[src/rtl/audio_pkg.sv]
// Shared note and sequencer types for the AudioController note path.
// ARTIC_GAP_EN adds a silent GAP state after every played note.
package audio_pkg;

    localparam int TONE_W = 6;
    localparam int VOL_W  = 4;
    localparam int DUR_W  = 6;
    localparam int NOTE_W = DUR_W + VOL_W + TONE_W;

    typedef struct packed {
        logic [DUR_W-1:0]  dur;
        logic [VOL_W-1:0]  vol;
        logic [TONE_W-1:0] tone;
    } note_t;

    typedef enum logic [1:0] {
        S_IDLE = 2'd0,
        S_LOAD = 2'd1,
        S_PLAY = 2'd2
`ifdef ARTIC_GAP_EN
        ,
        S_GAP  = 2'd3
`endif
    } seq_state_t;

    function automatic logic dur_zero(input note_t n);
        return n.dur == '0;
    endfunction

endpackage

[src/rtl/note_fifo.sv]
// Synchronous note queue; flush wins over push/pop, push ignored while full.
module note_fifo
    import audio_pkg::*;
#(
    parameter int DEPTH = 8
) (
    input  logic                     i_clk,
    input  logic                     i_rst_n,
    input  logic                     i_push,
    input  logic                     i_pop,
    input  logic                     i_flush,
    input  note_t                    i_wdata,
    output note_t                    o_rdata,
    output logic                     o_full,
    output logic                     o_empty,
    output logic [$clog2(DEPTH):0]   o_count
);

    localparam int AW = $clog2(DEPTH);

    note_t            r_mem [DEPTH];
    logic [AW-1:0]    r_wr;
    logic [AW-1:0]    r_rd;
    logic [AW:0]      r_cnt;
    logic             w_push;
    logic             w_pop;

    assign o_full  = (r_cnt == (AW+1)'(DEPTH));
    assign o_empty = (r_cnt == '0);
    assign o_count = r_cnt;
    assign o_rdata = r_mem[r_rd];
    assign w_push  = i_push && !o_full && !i_flush;
    assign w_pop   = i_pop && !o_empty && !i_flush;

    always_ff @(posedge i_clk) begin
        if (w_push) begin
            r_mem[r_wr] <= i_wdata;
        end
    end

    always_ff @(posedge i_clk or negedge i_rst_n) begin
        if (!i_rst_n) begin
            r_wr  <= '0;
            r_rd  <= '0;
            r_cnt <= '0;
        end else if (i_flush) begin
            r_wr  <= '0;
            r_rd  <= '0;
            r_cnt <= '0;
        end else begin
            if (w_push) begin
                r_wr <= r_wr + 1'b1;
            end
            if (w_pop) begin
                r_rd <= r_rd + 1'b1;
            end
            unique case ({w_push, w_pop})
                2'b10:   r_cnt <= r_cnt + 1'b1;
                2'b01:   r_cnt <= r_cnt - 1'b1;
                default: r_cnt <= r_cnt;
            endcase
        end
    end

endmodule

[src/rtl/note_sequencer.sv]
// Plays queued notes into the tone generator (TONE/VOL/EN) for DUR ticks each.
// Define ARTIC_GAP_EN to insert GAP_TICKS of silence after every note.
module note_sequencer
    import audio_pkg::*;
#(
    parameter int CLK_FREQ   = 100_000_000,
    parameter int TICK_DIV   = 1_000_000,
    parameter int FIFO_DEPTH = 8,
    parameter int GAP_TICKS  = 1
) (
    input  logic        CLK,
    input  logic        RST_N,
    input  logic [15:0] NOTE_IN,
    input  logic        NOTE_VALID,
    output logic        NOTE_READY,
    input  logic        START,
    input  logic        STOP,
    input  logic        PAUSE,
    output logic [5:0]  TONE,
    output logic [3:0]  VOL,
    output logic        EN,
    output logic        BUSY,
    output logic        DONE
);

    // Falls back to a 1-bit prescaler on nonsensical configurations.
    localparam int PW = (TICK_DIV >= 2 && CLK_FREQ > 0 && GAP_TICKS > 0)
                        ? $clog2(TICK_DIV) : 1;
    localparam int CW = $clog2(FIFO_DEPTH) + 1;
    localparam logic [PW-1:0] PS_MAX = PW'(TICK_DIV - 1);

    seq_state_t          r_state;
    seq_state_t          w_next;
    seq_state_t          w_after;
    logic [TONE_W-1:0]   r_tone;
    logic [VOL_W-1:0]    r_vol;
    logic [DUR_W-1:0]    r_dur;
    logic [PW-1:0]       r_ps;
    logic                r_done;
    logic                r_alive;

    note_t               w_in;
    note_t               w_head;
    logic                w_full;
    logic                w_empty;
    logic [CW-1:0]       w_count;
    logic                w_push;
    logic                w_pop;
    logic                w_more;
    logic                w_more_load;
    logic                w_tick_end;
    logic                w_run;
    logic                w_note_end;

    assign w_in        = NOTE_IN;
    assign NOTE_READY  = r_alive && !w_full;
    assign w_push      = NOTE_VALID && NOTE_READY && !STOP;
    assign w_pop       = (r_state == S_LOAD) && !STOP;
    assign w_more      = !w_empty || w_push;
    assign w_more_load = (w_count > CW'(1)) || w_push;
    assign w_tick_end  = (r_ps == PS_MAX);
    assign w_note_end  = (r_state == S_PLAY) && !PAUSE && w_tick_end
                         && (r_dur == DUR_W'(1));
    assign DONE        = r_done;

    note_fifo #(
        .DEPTH (FIFO_DEPTH)
    ) u_fifo (
        .i_clk   (CLK),
        .i_rst_n (RST_N),
        .i_push  (w_push),
        .i_pop   (w_pop),
        .i_flush (STOP),
        .i_wdata (w_in),
        .o_rdata (w_head),
        .o_full  (w_full),
        .o_empty (w_empty),
        .o_count (w_count)
    );

`ifdef ARTIC_GAP_EN
    localparam int GW = $clog2(GAP_TICKS + 1);

    logic [GW-1:0]       r_gap;
    logic                w_gap_end;
    seq_state_t          w_after_gap;

    assign w_run       = (r_state == S_PLAY || r_state == S_GAP) && !PAUSE;
    assign w_gap_end   = (r_state == S_GAP) && !PAUSE && w_tick_end
                         && (r_gap == GW'(1));
    assign w_after     = S_GAP;
    assign w_after_gap = w_more ? S_LOAD : S_IDLE;
`else
    assign w_run       = (r_state == S_PLAY) && !PAUSE;
    assign w_after     = w_more ? S_LOAD : S_IDLE;
`endif

    always_ff @(posedge CLK or negedge RST_N) begin
        if (!RST_N) begin
            r_state <= S_IDLE;
        end else begin
            r_state <= w_next;
        end
    end

    always_comb begin
        w_next = r_state;
        if (STOP) begin
            w_next = S_IDLE;
        end else begin
            unique case (r_state)
                S_IDLE: begin
                    if (START && !w_empty) w_next = S_LOAD;
                end
                S_LOAD: begin
                    if (!dur_zero(w_head)) w_next = S_PLAY;
                    else if (w_more_load)  w_next = S_LOAD;
                    else                   w_next = S_IDLE;
                end
                S_PLAY: begin
                    if (w_note_end) w_next = w_after;
                end
`ifdef ARTIC_GAP_EN
                S_GAP: begin
                    if (w_gap_end) w_next = w_after_gap;
                end
`endif
                default: w_next = S_IDLE;
            endcase
        end
    end

    always_ff @(posedge CLK or negedge RST_N) begin
        if (!RST_N) begin
            r_tone  <= '0;
            r_vol   <= '0;
            r_dur   <= '0;
            r_ps    <= '0;
            r_done  <= 1'b0;
            r_alive <= 1'b0;
`ifdef ARTIC_GAP_EN
            r_gap   <= '0;
`endif
        end else begin
            r_alive <= 1'b1;
            r_done  <= !STOP && (r_state != S_IDLE) && (w_next == S_IDLE);
            if (r_state == S_LOAD && !dur_zero(w_head)) begin
                r_tone <= w_head.tone;
                r_vol  <= w_head.vol;
                r_dur  <= w_head.dur;
                r_ps   <= '0;
            end else if (w_run) begin
                r_ps <= w_tick_end ? '0 : r_ps + 1'b1;
                if (w_tick_end && r_state == S_PLAY && r_dur != '0) begin
                    r_dur <= r_dur - 1'b1;
                end
`ifdef ARTIC_GAP_EN
                if (w_note_end) begin
                    r_gap <= GW'(GAP_TICKS);
                end else if (w_tick_end && r_state == S_GAP
                             && r_gap != '0) begin
                    r_gap <= r_gap - 1'b1;
                end
`endif
            end
        end
    end

    always_comb begin
        EN   = 1'b0;
        TONE = '0;
        VOL  = '0;
        BUSY = (r_state != S_IDLE);
        unique case (r_state)
            S_IDLE: begin
                EN = 1'b0;
            end
            S_LOAD: begin
                TONE = r_tone;
                VOL  = r_vol;
            end
            S_PLAY: begin
                TONE = r_tone;
                VOL  = r_vol;
                EN   = !PAUSE;
            end
`ifdef ARTIC_GAP_EN
            S_GAP: begin
                TONE = r_tone;
                VOL  = r_vol;
            end
`endif
            default: EN = 1'b0;
        endcase
    end

endmodule

[config.mk]
export PLATFORM = sky130hd
export DESIGN_NAME = note_sequencer
export DESIGN_NICKNAME = d
export VERILOG_FILES = /design/src/rtl/audio_pkg.sv /design/src/rtl/note_fifo.sv /design/src/rtl/note_sequencer.sv
export SDC_FILE = /design/constraint.sdc
export NUM_CORES = 1
export LEC_CHECK = 0
export BUFFER_PORTS_ARGS = -buffer_cell sky130_fd_sc_hd__buf_2
export CAP_MARGIN = 20
export CORE_MARGIN = 3
export CORE_UTILIZATION = 48
export DETAILED_ROUTE_END_ITERATION = 16
export PLACE_DENSITY = 0.76
export SYNTH_ARGS = -nofsm -noshare
export SYNTH_HDL_FRONTEND = slang
export SYNTH_SLANG_ARGS = --single-unit
[constraint.sdc]
create_clock -name CLK -period 9.3 [get_ports CLK]
set_clock_uncertainty 0.15 [all_clocks]
set_input_delay 1.86 -clock CLK [delete_from_list [all_inputs] [get_ports CLK]]
set_output_delay 1.86 -clock CLK [all_outputs]
set_load 0.02 [all_outputs]
# --- After elaboration in Yosys (flattened, before gate mapping) ---
# Memory sizes are Yosys's and may differ from the RTL's.
# Index checks and enable logic that the tools add are counted.
classes:
  n_addsub: 6
  n_lt_le_gt_ge: 1
  eq_ne: 7
  mux: 24
  reduce_logical: 37
ops:
  columns: ["cell", "count"]
  rows:
  - ["$mux W20", 3]
  - ["$mux W6", 4]
  - ["$add A20 B1 Y20 const B", 1]
  - ["$eq A20 B20 Y1 const B", 1]
  - ["$logic_and A1 B1 Y1", 17]
  - ["$mux W3", 4]
  - ["$reduce_bool A2 Y1", 5]
  - ["$mux W2", 4]
  - ["$mux W4", 2]
  - ["$pmux W4 S2", 1]
  - ["$add A3 B1 Y3 const B", 2]
  - ["$eq A6 B1 Y1 const B", 1]
  - ["$logic_not A6 Y1", 1]
  - ["$pmux W2 S3", 1]
  - ["$reduce_bool A6 Y1", 1]
  - ["$sub A6 B1 Y6 const B", 1]
  - ["$logic_not A1 Y1", 5]
  - ["$mux W1", 5]
  - ["$add A4 B1 Y4 const B", 1]
  - ["$eq A2 B1 Y1 const B", 2]
  - ["$eq A2 B2 Y1 const B", 2]
  - ["$eq A4 B4 Y1 const B", 1]
  - ["$gt A4 B1 Y1 const B", 1]
  - ["$logic_not A2 Y1", 2]
  - ["other kinds (6)", 7]
word_totals:
  regBits: 50
  ram_bits: 128
  inputBits: 22
  word_cells: 86
  mem_count: 1
memory_table:
  columns: ["memory", "depth", "width", "read_ports", "rd_clocked_by_memory_dff", "wr", "line_no", "rtl"]
  rows:
  - ["u_fifo.r_mem", 8, 16, 1, 0, 1, "note_fifo.sv:21", "note_t r_mem [DEPTH];"]

# --- Depth between registers and ports, before layout ---
depth:
  word_depth: 12
  depth_mapped: 10

# --- By module ---
# A second synthesis with hierarchy kept.
unflattened:
  cells_unflattened: 519
  area_unflattened_um2: 7797.5
modules_own_cells:
  columns: ["module", "instances", "cells_per_inst", "area_per_inst_um2"]
  rows:
  - ["note_fifo", 1, 264, 5491.5]
  - ["note_sequencer", 1, 255, 2306.0]

# --- Worst setup path before layout ---
# OpenSTA, ideal clock, no wires.
synth_timing:
  path_type: "input port to flip-flop"
  startpoint: "input port NOTE_VALID"
  endpoint: "memory u_fifo.r_mem[0][0] (netlist name), enable pin"
  setup_ns: 0.436
  t_arrival_ns: 4.105
  t_required_ns: 8.714
  setup_slack_ns: 4.609
  cell_stages: 4
  cell_sequence: "nand3_1 buf_1 nor2_1 nor4b_1"
synth_between:
  elab_chain_len: 6
synth_lines:
  columns: ["element", "line_no", "rtl"]
  rows:
  - ["start, declared", "note_sequencer.sv:14", "input logic NOTE_VALID,"]
  - ["$logic_and A1 B1 Y1 (2 in series)", "note_sequencer.sv:57", "assign w_push = NOTE_VALID && NOTE_READY && !STOP;"]
  - ["$logic_and A1 B1 Y1 (2 in series)", "note_fifo.sv:32", "assign w_push = i_push && !o_full && !i_flush;"]
  - ["$mux W1", "note_fifo.sv:36", "if (w_push) begin"]
  - ["$mux W1 (not written as such)", "note_fifo.sv:37", "r_mem[r_wr] <= i_wdata;"]
  - ["end, declared", "note_fifo.sv:21", null]
# No other way between the ends.

# --- Worst setup path in the final report ---
layout_timing:
  startpoint: "input port PAUSE"
  endpoint: "output port EN"
layout_between:
  elab_chain_len: 2
layout_lines:
  columns: ["element", "line_no", "rtl"]
  rows:
  - ["start, declared", "note_sequencer.sv:18", "input logic PAUSE,"]
  - ["$logic_not A1 Y1", "note_sequencer.sv:185", "EN = !PAUSE;"]
  - ["$mux W1", "note_sequencer.sv:174", "unique case (r_state)"]
  - ["end, declared", "note_sequencer.sv:21", "output logic EN,"]
# No other way between the ends.

==> metrics.md <==
| Metric | Value |
|---|---|
| CTS resizes | `0` |
| FMAX | `0.205 GHz` |
| Final Hold Vio Count | `0` |
| Post-synth EDFFs | `about 130` |
| Distinct cells, synth | `51` |
| DIE WIDTH | `132 microns` |
| Synthesized area | `0.00764 sq mm` |
| Rows | `45` |
| Period minus WS final | `around 4.9 ns` |
| Full die area | `0.0175 sq mm` |
| DP HPWL | `about 9300 microns` |
| Pleak | `just over 3 nW` |
| Final worst slack | `around 4.4 ns` |
| Max_cap viols | `0` |
| FFs w/ async S/R, synth | `0.281` |
| Final WL | `around 15,000 microns` |
| Post-CTS Setup Bufs | `0` |
| First-pass GRT wire length | `24,400 microns` |
| H-tree Lvls | `4` |
| Largest net degree at the start of global routing | `45` |
| Worst slack at placement | `about 4.4 ns` |
| Slew @ Worst Pin | `a little over 0.8 ns` |
| Area contributors post-synth | `edfxtp_1 50%, dfrtp_1 16%, mux4_2 8.0%, nor2_1 2.7%, ha_1 2.3%` |
| PortBufs | `35` |
| Final instance area | `0.00874 sq mm` |
| Predominant post-synthesis flop cell | `edfxtp_1` |
| Die Y | `around 130 microns` |
| Core area | `0.0154 sq mm` |
| Global placement routability congestion | `~0.9` |
| I/O pin count | `36` |
| Initial DRC count | `~330` |
| Power per cell area | `236 mW/mm^2` |
| Worst Setup End Kind | `primary output` |
| Final period util | `0.526` |
| Syn_nets | `about 550` |
| WL/cell | `around 19 microns` |
| Synthesis Warnings | `0` |
| Gr usage total | `0.180` |
| Overall power | `about 2.1 mW` |
| Clock tree buffer depth | `2` |
| Worst Path Required | `7.29 ns` |
| GRT overflow | `0` |
| Vias in the first global route | `between 4,000 and 5,000` |
| Antenna violations before repair | `2` |
| CTS Root Cell | `clkbuf_16` |
| Final Setup Violations | `0` |
| Vias | `around 4,400` |
| Share of cells above drive strength 1 | `0.220` |
| DRC Markers | `0` |
| Clock buffer count from CTS | `17` |
| Startpoint types | `primary input` |
| Setup CP Type | `in2out` |
| Synthesis-stage register bit count | `around 180` |
| Peak supply drop | `slightly below 0.2 mV` |
| Area after DPL | `around 0.0081 sq mm` |
| ANT nets after route | `0` |
| Final net count | `~590` |
| DRT Pass-1 Iters | `5` |
| Area Growth Syn to Fin | `14.3%` |
| Rel. slew slack | `0.462` |
| Commonest non-fill, non-tap cell in the layout | `edfxtp_1` |
| Worst Hold Class | `reg2reg` |
| Max Slew Vio Count | `0` |
| Total Neg Setup Slack | `0 ns` |
| Cts-stage hold buffer count | `0` |
| Hold Worst Slack | `approximately 0.37 ns` |
| N_diodes | `0` |
| Syn Inst Count | `512` |
| Initial Util | `0.497` |
| CTS tree | `built` |
| Yosys top cell area share | `0.503` |
| Most frequent cells in the layout | `128 x edfxtp_1, 54 x nor2_1, 49 x dfrtp_1` |
| Worst skew pair latency | `around 0.43 ns` |
| Sink Count | `~180` |
| Unrepaired setup endpoints after global routing | `false` |
| Seq/Total Area, Yosys | `0.667` |
| Synth Area per Inst | `~15 sq um` |
| Clk pin slew, worst setup/hold paths | `about 0.060 ns` |
| Largest fanout on the critical path | `13` |
| Status | `finished, final reports clean` |
| Area leader, netlist | `edfxtp_1` |
| Avg Vias per Cell | `about 5.7` |
| Critical Path AT | `~2.9 ns` |
-- cell families (layout without fill, tap and decap cells) --
| family | after synthesis | in the layout | synth area share |
|---|---|---|---|
| AO/OA/AOI/OAI | 54 | 54 | 0.0444 |
| other | 1 | 1 | 0.000491 |
| AND/OR/NAND/NOR | 155 | 155 | 0.105 |
| multiplexers | 50 | 50 | 0.111 |
| buffers and inverters | 34 | 91 | 0.0193 |
| adder cells (fa/ha/maj) | 16 | 16 | 0.0255 |
| XOR/XNOR | 24 | 24 | 0.0275 |
| flip-flops | 178 | 178 | 0.667 |
-- worst max-delay path: stages --
cell and delay (ns):
buf_2 0.12, nand2b_1 0.29, inv_1 0.36, buf_2 0.24
-- routing by layer --
| layer | track usage | share of wire |
|---|---|---|
| met2 | 0.303 | 0.51 |
| met5 | 0 | 0.00093 |
| met3 | 0.0527 | 0.049 |
| met1 | 0.226 | 0.42 |
| met4 | 0.0589 | 0.017 |
-- power breakdown --
part	total, mW	switching (mW)	internal [mW]
combinational	0.385	0.228	0.157
sequential	0.949	0.0426	0.907
clock	0.727	0.300	0.426
total	2.06	0.571	1.49
-- cell usage after synthesis (9+ instances only) --
cell type,n
a21oi_1,19
and2_1,14
clkbuf_1,15
dfrtp_1,50
edfxtp_1,128
ha_1,14
inv_1,12
mux2_2,11
mux2i_1,12
mux4_2,27
nand2_1,22
nand3_1,10
nor2_1,54
o21ai_0,9
xnor2_1,13
xor2_1,11
-- per-stage QoR --
stage                      util  cells
after floorplan               -    512
after global placement    0.526    747
after detailed placement  0.528    748
after CTS                 0.567    779
after global routing      0.568    780
final                     0.568    780
-- state kept, by name, summed over array words and instances, names as in the netlist --
| name | count |
|---|---|
| u_fifo.r_mem | 128 |
| r_ps | 20 |
| r_dur | 6 |
| r_tone | 6 |
| r_vol | 4 |
| u_fifo.o_count | 4 |
| u_fifo.r_rd | 3 |
| u_fifo.r_wr | 3 |
| r_state | 2 |
| DONE | 1 |
| r_alive | 1 |
-- final cells by class --
type,count,area (sq um)
fill,1177,6630
sequential,178,5100
multi-input combinational,300,2430
clock buffer,18,429
timing repair buffer,48,305
tap,211,264
clock inverter,13,168
inverter,12,45.0
-- path summary, 6_finish.rpt --
path | slack, ns | start | endpoint | depth (start not counted)
setup / recovery | 4.41 | PAUSE | EN | 4
hold / removal | 0.37 | r_tone[1] | r_tone[1] | 2
setup reg to reg | 6.06 | u_fifo.r_rd[0] | DONE | 8
hold reg to reg | 0.37 | r_tone[1] | r_tone[1] | 2
max in group asynchronous | 7.23 | RST_N | r_tone[4] | 2
min in group asynchronous | 1.23 | RST_N | r_ps[1] | 1
(Power assumes the default switching activity.)
